## src/rtl/pulso_tx_pkg.sv

```systemverilog
// -----------------------------------------------------------------------------
// pulso_tx_pkg
// Shared definitions for the pulso_tx event transmitter.
//   estado_t : transmitter FSM states (IDLE, HIGH, LOW)
//   fase_w() : width of the phase timer so it can hold max(HIGH_CYC, LOW_CYC)
// -----------------------------------------------------------------------------
package pulso_tx_pkg;

    typedef enum logic [1:0] {
        IDLE = 2'd0,
        HIGH = 2'd1,
        LOW  = 2'd2
    } estado_t;

    // Timer width: enough bits to count up to the longer of the two phases.
    function automatic int fase_w(input int high_cyc, input int low_cyc);
        int m;
        m = (high_cyc > low_cyc) ? high_cyc : low_cyc;
        return $clog2(m + 1);
    endfunction

endpackage

```

## src/rtl/pulso_tx_fase.sv

```systemverilog
// -----------------------------------------------------------------------------
// contador_fase
// Parameterized phase up-counter with synchronous clear and a done flag.
// The counter restarts from zero whenever clr is high and otherwise counts up
// one per cycle, holding at all-ones so it never wraps while parked in IDLE.
// Ports:
//   clk    : system clock, posedge
//   rst    : synchronous active-low reset
//   clr    : restart the count at zero on the next edge
//   limite : terminal count for the current phase
//   done   : high while the count equals limite (last cycle of the phase)
// -----------------------------------------------------------------------------
module contador_fase #(
    parameter int W = 3
) (
    input  logic         clk,
    input  logic         rst,
    input  logic         clr,
    input  logic [W-1:0] limite,
    output logic         done
);

    logic [W-1:0] cnt_d;
    logic [W-1:0] cnt_q;

    // Next-count logic: clear, count up, or hold at the top.
    always_comb begin
        cnt_d = cnt_q;
        if (clr) begin
            cnt_d = {W{1'b0}};
        end else if (cnt_q != {W{1'b1}}) begin
            cnt_d = cnt_q + W'(1'b1);
        end else begin
            cnt_d = cnt_q;
        end
    end

    // Count register with synchronous active-low reset.
    always_ff @(posedge clk) begin
        if (!rst) begin
            cnt_q <= {W{1'b0}};
        end else begin
            cnt_q <= cnt_d;
        end
    end

    assign done = (cnt_q == limite);

endmodule

```

## src/rtl/pulso_tx.sv

```systemverilog
// -----------------------------------------------------------------------------
// pulso_tx
// Output-side event transmitter. Single-cycle event strobes are turned into
// registered pulses on 'out' that stay high for exactly HIGH_CYC cycles and
// are followed by at least LOW_CYC low cycles. Events arriving while a pulse
// is in flight are queued in a saturating pending counter.
// Ports:
//   clk      : system clock, posedge
//   rst      : synchronous active-low reset (aborts any pulse in flight)
//   ev_in    : event strobe, one event per high cycle
//   en       : transmit enable; only gates the start of new pulses
//   clr_ovf  : clears the sticky overflow flag (a simultaneous set wins)
//   out      : registered pulse line, high exactly while the FSM is in HIGH
//   busy     : high while the FSM is in HIGH or LOW
//   pending  : number of queued, not-yet-transmitted events
//   overflow : sticky, an event was dropped because pending was full
// -----------------------------------------------------------------------------
module pulso_tx
    import pulso_tx_pkg::*;
#(
    parameter int HIGH_CYC = 4,
    parameter int LOW_CYC  = 4,
    parameter int CNT_W    = 4
) (
    input  logic             clk,
    input  logic             rst,
    input  logic             ev_in,
    input  logic             en,
    input  logic             clr_ovf,
    output logic             out,
    output logic             busy,
    output logic [CNT_W-1:0] pending,
    output logic             overflow
);

    localparam int               TW       = fase_w(HIGH_CYC, LOW_CYC);
    localparam logic [TW-1:0]    LIM_HIGH = TW'(HIGH_CYC - 1);
    localparam logic [TW-1:0]    LIM_LOW  = TW'(LOW_CYC - 1);
    localparam logic [CNT_W-1:0] PEND_MAX = {CNT_W{1'b1}};

    estado_t          state_d;
    estado_t          state_q;
    logic [CNT_W-1:0] pending_d;
    logic [CNT_W-1:0] pending_q;
    logic             overflow_d;
    logic             overflow_q;
    logic             out_d;
    logic             out_q;
    logic             busy_d;
    logic             busy_q;

    logic             start_s;
    logic             consume_s;
    logic             inc_s;
    logic             dec_s;
    logic             ovf_set_s;
    logic             fase_clr_s;
    logic [TW-1:0]    fase_lim_s;
    logic             fase_done_s;

    // Phase timer: restarted on every state change, terminal count depends on phase.
    contador_fase #(
        .W (TW)
    ) u_fase (
        .clk    (clk),
        .rst    (rst),
        .clr    (fase_clr_s),
        .limite (fase_lim_s),
        .done   (fase_done_s)
    );

    // Terminal count of the phase currently running.
    always_comb begin
        fase_lim_s = LIM_LOW;
        if (state_q == HIGH) begin
            fase_lim_s = LIM_HIGH;
        end else begin
            fase_lim_s = LIM_LOW;
        end
    end

    // Next-state logic; pulses are only started from IDLE or at the end of LOW.
    always_comb begin
        start_s = en && (ev_in || (pending_q != {CNT_W{1'b0}}));
        state_d = state_q;
        case (state_q)
            IDLE: begin
                if (start_s) begin
                    state_d = HIGH;
                end else begin
                    state_d = IDLE;
                end
            end
            HIGH: begin
                if (fase_done_s) begin
                    state_d = LOW;
                end else begin
                    state_d = HIGH;
                end
            end
            LOW: begin
                if (fase_done_s) begin
                    state_d = start_s ? HIGH : IDLE;
                end else begin
                    state_d = LOW;
                end
            end
            default: begin
                state_d = IDLE;
            end
        endcase
        fase_clr_s = (state_d != state_q);
        out_d      = (state_d == HIGH);
        busy_d     = (state_d != IDLE);
    end

    // Pending counter and overflow flag.
    // A HIGH entry consumes one event; with nothing queued, the event arriving
    // in that same cycle is the one consumed, so it is never counted.
    always_comb begin
        consume_s  = (state_d == HIGH) && (state_q != HIGH);
        dec_s      = consume_s && (pending_q != {CNT_W{1'b0}});
        inc_s      = ev_in && !(consume_s && (pending_q == {CNT_W{1'b0}}));
        ovf_set_s  = 1'b0;
        pending_d  = pending_q;
        if (inc_s && !dec_s) begin
            if (pending_q == PEND_MAX) begin
                ovf_set_s = 1'b1;
                pending_d = pending_q;
            end else begin
                pending_d = pending_q + CNT_W'(1'b1);
            end
        end else if (dec_s && !inc_s) begin
            pending_d = pending_q - CNT_W'(1'b1);
        end else begin
            pending_d = pending_q;
        end

        // Set has priority over clear.
        if (ovf_set_s) begin
            overflow_d = 1'b1;
        end else if (clr_ovf) begin
            overflow_d = 1'b0;
        end else begin
            overflow_d = overflow_q;
        end
    end

    // State, counter and registered outputs with synchronous active-low reset.
    always_ff @(posedge clk) begin
        if (!rst) begin
            state_q    <= IDLE;
            pending_q  <= {CNT_W{1'b0}};
            overflow_q <= 1'b0;
            out_q      <= 1'b0;
            busy_q     <= 1'b0;
        end else begin
            state_q    <= state_d;
            pending_q  <= pending_d;
            overflow_q <= overflow_d;
            out_q      <= out_d;
            busy_q     <= busy_d;
        end
    end

    assign out      = out_q;
    assign busy     = busy_q;
    assign pending  = pending_q;
    assign overflow = overflow_q;

endmodule

```

## config.mk

```make
export PLATFORM = sky130hd
export DESIGN_NAME = pulso_tx
export DESIGN_NICKNAME = d
export VERILOG_FILES = /design/src/rtl/pulso_tx_pkg.sv /design/src/rtl/pulso_tx_fase.sv /design/src/rtl/pulso_tx.sv
export SDC_FILE = /design/constraint.sdc
export NUM_CORES = 1
export LEC_CHECK = 0
export CORE_MARGIN = 3
export CORE_UTILIZATION = 48
export DETAILED_ROUTE_END_ITERATION = 10
export HOLD_SLACK_MARGIN = 0.15
export PLACE_DENSITY = 0.83
export SLEW_MARGIN = 10
export SYNTH_ARGS = -nofsm -noshare
export SYNTH_HDL_FRONTEND = slang
export SYNTH_SLANG_ARGS = --single-unit
```

## constraint.sdc

```tcl
create_clock -name clk -period 3 [get_ports clk]
set_input_delay 0.9 -clock clk [delete_from_list [all_inputs] [get_ports clk]]
set_output_delay 0.9 -clock clk [all_outputs]
set_load 0.1 [all_outputs]
```

# [Word level (Yosys, flattened, before mapping)]
# Cells that the tools add are included.
[word_totals] ff_bits=12 inputBits=5 elab_cells=49
[op_classes] n_addsub=3 eq_ne=9 muxes=11 n_bitwise=1 reduce_logical=19
[ops] cell="4-bit 2-to-1 mux" count=3
[ops] cell="1-bit logical AND" count=7
[ops] cell="2-bit case mux with 3 select lines" count=1
[ops] cell="2-bit nonzero test" count=3
[ops] cell="1-bit 2-to-1 mux" count=5
[ops] cell="4-bit by 1-bit adder with 4-bit output (second input constant)" count=1
[ops] cell="2-bit by 1-bit == test with 1-bit output (second input constant)" count=2
[ops] cell="4-bit == test (second input constant)" count=1
[ops] cell="4-bit zero test" count=1
[ops] cell="2-bit 2-to-1 mux" count=2
[ops] cell="4-bit nonzero test" count=1
[ops] cell="4-bit by 1-bit subtractor with 4-bit output (second input constant)" count=1
[ops] cell="3-bit by 1-bit adder with 3-bit output (second input constant)" count=1
[ops] cell="3-bit by 2-bit == test with 1-bit output (second input constant)" count=1
[ops] cell="1-bit zero test" count=3
[ops] cell="3-bit != test (second input constant)" count=1
[ops] cell="2-bit == test (second input constant)" count=1
[ops] cell="2-bit zero test" count=1
[ops] cell="2-bit by 1-bit != test with 1-bit output (second input constant)" count=1
[ops] cell="2-bit != test" count=1
[ops] cell="2-bit != test (second input constant)" count=1
[ops] cell="2-bit AND reduction" count=1
[ops] cell="2-bit OR reduction" count=1
[ops] cell="1-bit logical OR" count=1
[ops] cell="1-bit NOT" count=1

# [Depth between registers and ports, before layout]
# Gate-level depths: netlist (run 1).
[logic_depth] word_depth=15 depth_mapped=10 depth_no_buf=10

# [Cells and area by module]
# Synthesis (run 1) repeated with hierarchy kept, for this count alone.
[hier_totals] cells_unflattened=66 area_unflattened_um2=699.4
[by_module_without_submodules] mod="pulso_tx" instances=1 cells_per_inst=50 area_per_inst_um2=531.8 seq_area_each_um2=180.2
[by_module_without_submodules] mod="contador_fase" instances=1 cells_per_inst=16 area_per_inst_um2=167.7 seq_area_each_um2=60.1

# [Worst setup path after synthesis (run 1)]
# No wires, ideal clock.
[synth_timing] kind="input-to-reg" from="input port en" to="register pending_q[3] (netlist: pending[3])" setup_time_ns=0.122 arrival_time_ns=2.212 setup_slack_ns=0.666 cell_stages=8 path_cell_list="nand2b_4 -> o21ai_1 -> ha_1 -> a21o_1 -> a21oi_1 -> xnor2_1 -> nand2_1 -> mux2i_1"
[synth_via] elab_chain_cells=13 word_cells_on_any_way=18 classes_between="eq/ne: 2; mux: 4; reduce/logical: 12"
[synth_lines] item="start: declaration" line="pulso_tx.sv:28" text="input logic en,"
[synth_lines] item="1-bit logical AND *" line="pulso_tx.sv:84" text="start_s = en && (ev_in || (pending_q != {CNT_W{1'b0}}));"
[synth_lines] item="1-bit 2-to-1 mux *" line="pulso_tx.sv:88, pulso_tx.sv:103"
[synth_lines] item="2-bit 2-to-1 mux" line="pulso_tx.sv:102" text="if (fase_done_s) begin"
[synth_lines] item="2-bit case mux with 3 select lines *" line="pulso_tx.sv:86" text="case (state_q)"
[synth_lines] item="2-bit by 1-bit == test with 1-bit output *" line="pulso_tx.sv:121" text="consume_s = (state_d == HIGH) && (state_q != HIGH);"
[synth_lines] item="1-bit logical AND *" line="pulso_tx.sv:121"
[synth_lines] item="1-bit logical AND" line="pulso_tx.sv:123" text="inc_s = ev_in && !(consume_s && (pending_q == {CNT_W{1'b0}}));"
[synth_lines] item="1-bit zero test" line="pulso_tx.sv:123"
[synth_lines] item="1-bit logical AND" line="pulso_tx.sv:123"
[synth_lines] item="1-bit zero test" line="pulso_tx.sv:133" text="end else if (dec_s && !inc_s) begin"
[synth_lines] item="1-bit logical AND" line="pulso_tx.sv:133"
[synth_lines] item="2-bit nonzero test (no source line)"
[synth_lines] item="2-bit AND reduction (no source line)"
[synth_lines] item="end signal: assignment" line="pulso_tx.sv:153" text="pending_q <= {CNT_W{1'b0}};"
[synth_lines] item="end signal: assignment" line="pulso_tx.sv:159" text="pending_q <= pending_d;"
[synth_lines] item="end: declaration" line="pulso_tx.sv:44" text="logic [CNT_W-1:0] pending_q;"
# Mark *: on every way between the ends. The rest lies on a longest branch, timed or not.
# A chain may end at the register's enable or synchronous reset.

# [Worst setup path in the final report (run 1)]
# Ends and elaborated chain as after synthesis.

==> results of run 1 <==
[cell usage in the layout (no fill, tap or decap), types with 2 or more instances in the layout]
cell             instances
a21oi_1                  2
nor2_1                   5
inv_1                    3
ha_1                     5
clkbuf_4                 3
and2_1                   3
xor2_1                   2
xnor2_1                  2
o21ai_0                  2
buf_4                    8
nand2_1                  4
o2111a_1                 2
dfxtp_1                 12
nand2b_1                 2
mux2i_1                  3
clkdlybuf4s50_1          4
[area by class of cell]
| class | count | area (µm²) |
|---|---|---|
| multi-input cells | 48 | 419.2 |
| well taps | 14 | 17.52 |
| repair buffers | 12 | 100.1 |
| clock buffers | 3 | 22.52 |
| flip-flops and latches | 12 | 240.2 |
| inverters | 3 | 11.26 |
| fillers | 91 | 405.4 |
[worst max-delay path, stage by stage]
cell and delay, ps:
clkdlybuf4s50_1 520, nand2b_4 80, o21ai_1 180, ha_1 260
a21o_1 170, a21oi_1 170, xnor2_1 140, nand2_1 80
mux2i_1 140
[kinds of logic (layout without fill, tap and decap cells)]
kind of cell | count (synthesis) | count (layout)
adder cells (fa/ha/maj) | 6 | 6
multiplexers | 3 | 3
XOR/XNOR | 4 | 4
AND/OR/NAND/NOR | 21 | 21
flip-flops | 12 | 12
AO/OA/AOI/OAI | 14 | 14
buffers and inverters | 4 | 18
[power groups by stage]
stage	Clock, mW	Combinational (mW)	Sequential [mW]
detailed placement	0	0.285	0.221
global placement	0	0.278	0.220
CTS	0.0998	0.286	0.218
global route	0.106	0.303	0.222
floorplan	0	0.110	0.339
finish	0.100	0.283	0.218
[state kept, by name, summed over array words and instances (netlist names)]
| signal | count |
|---|---|
| u_fase.cnt_q | 3 |
| state_q | 2 |
| busy | 1 |
| pending | 4 |
| out | 1 |
| overflow | 1 |
[per-layer routing]
layer  vias up  share of wire, %
met5         -                 0
met4         0               3.2
met3         4               4.4
met2        10                44
met1       229                48
li1        259                 -
[final timing paths]
path | slack [ps] | to | from
setup / recovery | 520 | pending[3] | en
setup reg to reg | 740 | pending[3] | u_fase.cnt_q[0]
hold / removal | 520 | u_fase.cnt_q[1] | u_fase.cnt_q[1]
hold reg to reg | 520 | u_fase.cnt_q[1] | u_fase.cnt_q[1]
==> impl_metrics.yaml, run 1 <==
timing:
  maxSlewViolCount: 0
  fmax_mhz: 402.5
  slew_headroom_pct: 70.04
  hold_violations: 0
  timing.setup.tns_ps: 0
  fin_ws_ps: 515.3
  setup_violations: 0
  final.min_clock_period_ps: 2485
  finClkSkew_ps: 3.358
  rsz0062_at_grt: "no"
  worstMarginPinSlew_ps: 447.9
  hold_ws_ps: 523.8
  timing.final.crit_share_pct: 82.82
grt:
  grt_antenna_before_repair: 0
  gr-usage-all-layers_pct: 13.99
  overflow: 0
  grt_use_met2_pct: 20.06
  busiest_layer: "met2"
  grt.met3_usage_pct: 2.490
  grtUsageMet1_pct: 18.34
  grt_max_degree: 11
  grt_pass1_vias: 471
  grt_pass1_wl_um: 1980
yosys:
  netlist.area_leader.share_pct: 35.62
  synth_seq_cells: 12
  synthesis.area_um2: 674.4
  syn_inst: 64
  synth.area.top_cells: "dfxtp_1 (36%), ha_1 (9.3%), mux2i_1 (4.5%), o41ai_4 (4.1%), o2111a_1 (3.3%)"
  synth.mux.area_fraction_pct: 4.453
  synth-xor-area-share_pct: 5.195
  synth_nets: 75
  synth_top_cells_by_count: "dfxtp_1 (12), ha_1 (5), nor2_1 (5)"
  yosysSeqAreaShare_pct: 35.62
  async_reset_ff_share_pct: 0
  synth_top_cell_by_area: "dfxtp_1"
  yosysWarnings: 0
  synth-compound-area-share_pct: 19.48
  synthSimpleGateAreaFrac_pct: 20.78
  yosysMostFrequentCell: "dfxtp_1"
  synth_fa_ha_area_share_pct: 12.24
  yosys_most_used_dff: "dfxtp_1"
  synth_top_family_by_area: "simple AND/OR/NAND/NOR gates"
  yosys.cell_types.count: 30
  synth_area_per_cell_um2: 10.54
  synth_enable_flop_cells: 0
cells_and_area:
  final_cell_area_um2: 810.8
  diodes: 0
  final_util_pct: 66.67
  final_cell_count_no_fill: 92
  drive_gt1_share_pct: 21.79
  area_growth_pct: 20.22
  fin_nets: 91
drt:
  dr_total_vias: 502
  drc: 0
  firstDrtPassIters: 1
  antenna_left: 0
  drt_iter0_markers: 0
  wirelength_um: 1161
  viasPerCell: 5.457
  wl_per_cell_um: 12.62
clock_network:
  ctsHoldBuffers: 0
  clock_latency_ps: 270
  post_cts_buffers: 0
  h-tree-depth: 1
  cts_resized: 0
  cts.reportedPaths.clkPinSlew_ps: 70
  root_buffer: "clkbuf_4"
  cts_tree: "yes"
  ctsLongestPathBuffers: 2
  cts_sinks: 12
  numCtsBuffers: 3
floorplan:
  start_util_pct: 55.45
  ios: 12
  die_w_um: 43.49
  core_area_um2: 1216
  chipHeight_um: 43.49
  die_area_um2: 1891
  num_rows: 12
power:
  powerDensity_nw_per_um2: 740.9
  internal_power_uw: 324.3
  vdd_ir_drop_max_mv: 0.4682
  p_sw_uw: 276.4
  swShare_pct: 46.01
  finalPower_uw: 600.7
  seqPwrFrac_pct: 36.2
  leakagePower_nw: 0.3586
  clockPowerShare_pct: 16.7
  power_frac_comb_pct: 47.1
critical_path:
  crit_path_start_kind: "input port"
  critPathKind: "input port to register"
  worstPathArrival_ps: 2650
  critPathMaxFanout: 3
  end_kind: "register"
  rr_worst_depth: 10
  required_ps: 3170
hold_path:
  worst_hold_path_type: "register to register"
  hold_depth: 2
run_status:
  outcome: "complete, no violations"
placed_design:
  dp.cells: 89
  io_buffers: 11
  place_congestion: 0.7514
  dpl_worst_slack_ps: 228.8
  post-dp-hpwl_um: 890.3
  place_area_um2: 788.3
run:
  cap_violations: 0
(Power assumes the default switching activity.)
==> run 2, diff against run 1 <==
Clock period 3 ns to 2.5 ns, I/O delays scaled along.
==> run 2 against run 1 <==
Compared with the run above:
- worst setup slack worse by 290 ps
- via count rose by 2.4%
- largest cell class unchanged
- sequential cell count did not move
- count of clock-buffer cells in the layout is 1 higher
- clock power grew 59%
- critical path type unchanged
- sequential power grew 21%
- register-to-register slack got worse by 440 ps
==> impl_metrics.yaml, run 2 (synthesis results as in run 1) <==
run_status:
  outcome: "complete, no violations"
grt:
  grt_pass1_vias: 515
  overflow: 0
  grt_pass1_wl_um: 2235
  grt_antenna_before_repair: 0
  gr-usage-all-layers_pct: 15.50
  grt_max_degree: 11
power:
  finalPower_uw: 770.5
  internal_power_uw: 429.9
  vdd_ir_drop_max_mv: 0.5814
  p_sw_uw: 340.6
  swShare_pct: 44.21
  power_frac_comb_pct: 45.3
  clockPowerShare_pct: 20.6
  seqPwrFrac_pct: 34.1
  leakagePower_nw: 0.3799
  powerDensity_nw_per_um2: 909.6
critical_path:
  crit_path_top_delay_cell: "clkdlybuf4s50_1"
  crit_chain: "clkdlybuf4s50_1 -> nand2b_4 -> o21ai_1 -> ha_1 -> a21o_1 -> a21oi_1 -> xnor2_1 -> nand2_1 -> mux2i_1"
  rr_startpoint: "u_fase.cnt_q[0]"
  critPathMaxFanout: 2
  end_kind: "register"
  cp_slowest_stage_delay_ps: 530
  worstPathArrival_ps: 2450
  crit_path_start_kind: "input port"
  required_ps: 2670
  worst-path-buf-inv: 1
  regToRegEndpoint: "pending[3]"
  rr_worst_depth: 10
  rrSetupSlack_ps: 300
  critPathKind: "input port to register"
  crit_family: "buffers and inverters"
timing:
  fmax_mhz: 439.0
  rsz0062_at_grt: "no"
  worstMarginPinSlew_ps: 420.6
  maxSlewViolCount: 0
  setup_violations: 0
  slew_headroom_pct: 71.86
  hold_violations: 0
  final.min_clock_period_ps: 2278
  timing.final.crit_share_pct: 91.12
  finClkSkew_ps: 3.904
floorplan:
  core_area_um2: 1216
  die_w_um: 43.49
  die_area_um2: 1891
  chipHeight_um: 43.49
  start_util_pct: 55.45
  num_rows: 12
  ios: 12
drt:
  firstDrtPassIters: 4
  viasPerCell: 5.354
  dr_total_vias: 514
  antenna_left: 0
  wirelength_um: 1221
  drc: 0
  drt_iter0_markers: 4
  wl_per_cell_um: 12.72
clock_network:
  cts_resized: 0
  numCtsBuffers: 3
  clock_latency_ps: 280
  h-tree-depth: 1
  root_buffer: "clkbuf_4"
  ctsHoldBuffers: 0
  cts_tree: "yes"
  cts_sinks: 12
  cts.reportedPaths.clkPinSlew_ps: 80
  post_cts_buffers: 0
  ctsLongestPathBuffers: 2
cells_and_area:
  area_growth_pct: 25.60
  drive_gt1_share_pct: 25.61
  final_common_cell: "dfxtp_1"
  final_util_pct: 69.65
  diodes: 0
  layout_common_cells: "dfxtp_1 (12), buf_4 (11), nor2_1 (5), ha_1 (5)"
  largest_register_ffs: 4
  final_cell_count_no_fill: 96
  fillers: 95
  fin_nets: 94
placed_design:
  dp.cells: 92
  post-dp-hpwl_um: 887.6
  io_buffers: 11
  place_congestion: 0.7511
run:
  cap_violations: 0
hold_path:
  min_from: "u_fase.cnt_q[0]"
  worst_hold_path_type: "register to register"
  holdPathEnd: "u_fase.cnt_q[0]"
  hold_depth: 2
==> run 2: cell types whose count changed in the layout (fill, tap and decap cells not counted) <==
cell	delta
buf_4	+3
clkbuf_8	+1
==> run 2: cell type report <==
cell class | count | area (µm²) | share of cell area (%)
timing repair buffer | 15 | 122.6 | 14.48
clock buffer | 4 | 36.28 | 4.284
multi-input combinational | 48 | 419.2 | 49.48
inverter | 3 | 11.26 | 1.329
tap | 14 | 17.52 | 2.068
sequential | 12 | 240.2 | 28.36
==> run 2: worst min-delay path: stages, from the launching register on <==
cell and delay, ps:
dfxtp_1 350, xor2_1 70, nor2_1 70
==> run 2: power groups by stage <==
stage	sequential (mW)	combinational [mW]	clock, mW
2_1_floorplan	0.406	0.132	0
3_3_place_gp	0.264	0.342	0
3_5_place_dp	0.266	0.350	0
4_1_cts	0.264	0.352	0.162
5_1_grt	0.268	0.373	0.166
6_report	0.263	0.349	0.159
==> run 2: worst max-delay path by stage <==
| stage | startpoint | endpoint | slack, ps | depth (start not counted) |
|---|---|---|---|---|
| after floorplan | pending[1] | pending[3] | 280 | 6 |
| after global placement | en | pending[3] | -60 | 9 |
| after detailed placement | en | pending[3] | -100 | 9 |
| after CTS | en | pending[3] | 210 | 9 |
| after global routing | en | pending[3] | 40 | 9 |
| final | en | pending[3] | 220 | 9 |
==> run 2: metrics by stage <==
step / setup TNS [ps] / worst slack (ps) / cell area (µm²) / hold WS (ps)
final: 0 / 222.0 / 847.1 / 523.5
after global routing: 0 / 37.83 / 847.1 / 561.8
after CTS: 0 / 214.8 / 847.1 / 530.3
after detailed placement: -128.2 / -103.4 / 810.8 / 509.7
after global placement: -56.82 / -56.82 / 810.8 / 495.0
after floorplan: 0 / 282.6 / 674.4 / 482.4
==> run 2: routing by layer <==
| metal | track usage, % | up-vias | wire length (µm) | share of wire, % |
|---|---|---|---|---|
| met5 | 0 | - | 0 | 0 |
| met4 | 7.229 | 0 | 17 | 1.4 |
| met3 | 2.490 | 4 | 65 | 5.3 |
| met2 | 25.07 | 12 | 590 | 48 |
| met1 | 20.00 | 231 | 548 | 45 |
| li1 | - | 267 | - | - |
==> RTL change, RTL diff (flow settings as in run 1) <==
The 3 values of `estado_t` get a one-hot encoding in 3 bits.
--- a/src/rtl/pulso_tx_pkg.sv
+++ b/src/rtl/pulso_tx_pkg.sv
@@ -6,10 +6,10 @@
 // -----------------------------------------------------------------------------
 package pulso_tx_pkg;
 
-    typedef enum logic [1:0] {
-        IDLE = 2'd0,
-        HIGH = 2'd1,
-        LOW  = 2'd2
+    typedef enum logic [2:0] {
+        IDLE = 3'b001,
+        HIGH = 3'b010,
+        LOW  = 3'b100
     } estado_t;
 
     // Timer width: enough bits to count up to the longer of the two phases.
Check against the original RTL: no difference found for any inputs over 10 cycles, from zero or initial values and one cycle with rst low; not proved beyond that.
==> RTL change against run 1 <==
Global-route usage grew 1.9 points; non-clock buffer count is the same; synthesized area grew 7.8%; cell area grew 7.1%; sequential cell count grew 1; clock skew grew 0.0018 ns; power grew 13%; clock power grew 7%; setup slack lost 0.039 ns; routed wire length grew 16%; synthesized cell count grew 23%; highest routed layer unchanged.
==> RTL change: results (changes against run 1) <==
| Metric | Value |
|---|---|
| Via count | `590 (+18%)` |
| Multi-input gate area | `448 um^2 (+6.9%)` |
| Crit Path Max Fanout | `3 (unchanged)` |
| FILL cells | `112 (+23%)` |
| Synthesized instance count | `79 (+23%)` |
| Library cells used by synthesis | `31 (+3.3%)` |
| Post-DP Area | `842 um^2 (+6.8%)` |
| Metal3 WL | `57 um (+12%)` |
| Slew @ Worst Pin | `0.408 ns (-0.0399 ns)` |
| Reg-to-reg startpoint | `u_fase.cnt_q[0]$_SDFFE_PP0P_` |
| DP HPWL | `1010 um (+14%)` |
| Largest register FFs | `4 (unchanged)` |
| Largest net degree at the start of global routing | `13 (+2)` |
| GR Util All Layers | `15.9% (+1.9 points)` |
| Slowest stage delay, CP | `0.50 ns (-0.02 ns)` |
| Cells after DPL | `105 (+18%)` |
| Number of DRC markers in iteration 0 | `8 (+8)` |
| Top Family by Delay on Critical Path | `compound AO/OA/AOI/OAI gates` |
| Hold EP | `pending[3]$_SDFFE_PN0P_` |
| First-pass GRT wire length | `2380 um (+20%)` |
| Register area share after synthesis | `35.8% (+0.18 points)` |
| Flop2flop setup slack | `0.77 ns (+0.03 ns)` |
| Final GP Congestion | `0.837 (+11%)` |
| Syn Nets | `90 (+20%)` |
| Worst vdd ir | `707 uV (+51%)` |
| Vias in the first global route | `563 (+20%)` |
| Commonest cells in the netlist | `13 x dfxtp_1, 8 x nor2_1, 6 x nand2_1` |
| Leakage | `0.414 nW (+15%)` |
| Hold_sp | `pending[3]$_SDFFE_PN0P_` |
| Largest cells by area after synthesis | `dfxtp_1 36%, ha_1 8.6%, mux2i_1 4.1%` |
| First-pass DRT Iterations | `4 (+3)` |
| Status | `finished, final reports clean` |
| Top layer in use | `met4` |
| Worst slack at placement | `0.176 ns (-0.0528 ns)` |
| CP Data Arrival Time | `2.70 ns (+0.05 ns)` |
| WL met1 | `727 um (+30%)` |
| WHS | `0.512 ns (-0.0116 ns)` |
| H-tree depth | `1 (unchanged)` |
| WL final | `1350 um (+16%)` |
| Setup Skew | `0.00515 ns (+0.00180 ns)` |
| Layout cells sized above 1 | `14.9% (-6.9 points)` |
| Antenna violations before repair | `0 (unchanged)` |
| Vias per cell | `5.41 (-0.80%)` |
| Met2 routed WL | `542 um (+5.7%)` |
## RTL change: cell types whose count changed after synthesis, sizes merged, moves of 2 or more
cell,run 1,this run
a21oi,2,5
nor2,5,8
nand2,4,6
o2111a,2,0
o21a,0,3
## RTL change: kinds of logic after synthesis
logic type | Yosys count | share of synthesized area [%]
muxes | 3 | 4.13
adders and majority gates | 6 | 11.4
xor gates and xnor gates | 4 | 4.82
buffers and inverters | 5 | 2.58
DFF | 13 | 35.8
and+or+nand+nor | 29 | 23.1
AOI/OAI and AO/OA | 19 | 18.2
## RTL change: where the power goes
part | internal, mW | switching, mW
combinational | 0.106 | 0.224
clock | 0.0515 | 0.0553
sequential | 0.201 | 0.0377
total | 0.359 | 0.317
## RTL change: area by class of cell
cell class | instances | area share [%]
inverter | 4 | 1.73
multi-input combinational | 61 | 51.6
timing repair buffer | 12 | 11.5
clock buffer | 4 | 3.03
sequential | 13 | 30.0
tap | 15 | 2.16
## RTL change: worst max-delay path by stage
stage | start | slack, ns | to
after global placement | en | 0.22 | pending[3]$_SDFFE_PN0P_
final | en | 0.48 | pending[3]$_SDFFE_PN0P_
after CTS | en | 0.47 | pending[3]$_SDFFE_PN0P_
after detailed placement | en | 0.18 | pending[3]$_SDFFE_PN0P_
after floorplan | en | 0.55 | pending[3]$_SDFFE_PN0P_
after global routing | en | 0.32 | pending[3]$_SDFFE_PN0P_
## RTL change: layer usage
layer / global-route usage (%) / vias to the layer above
li1: - / 313
met1: 22.7 / 260
met2: 22.9 / 13
met3: 3.59 / 4
met4: 7.02 / 0
met5: 0 / -
## RTL change: tightest hold or removal path, cell delays in order, from the launching register on
cell,delay [ns]
dfxtp_1,0.35
nand2_1,0.07
mux2i_1,0.06
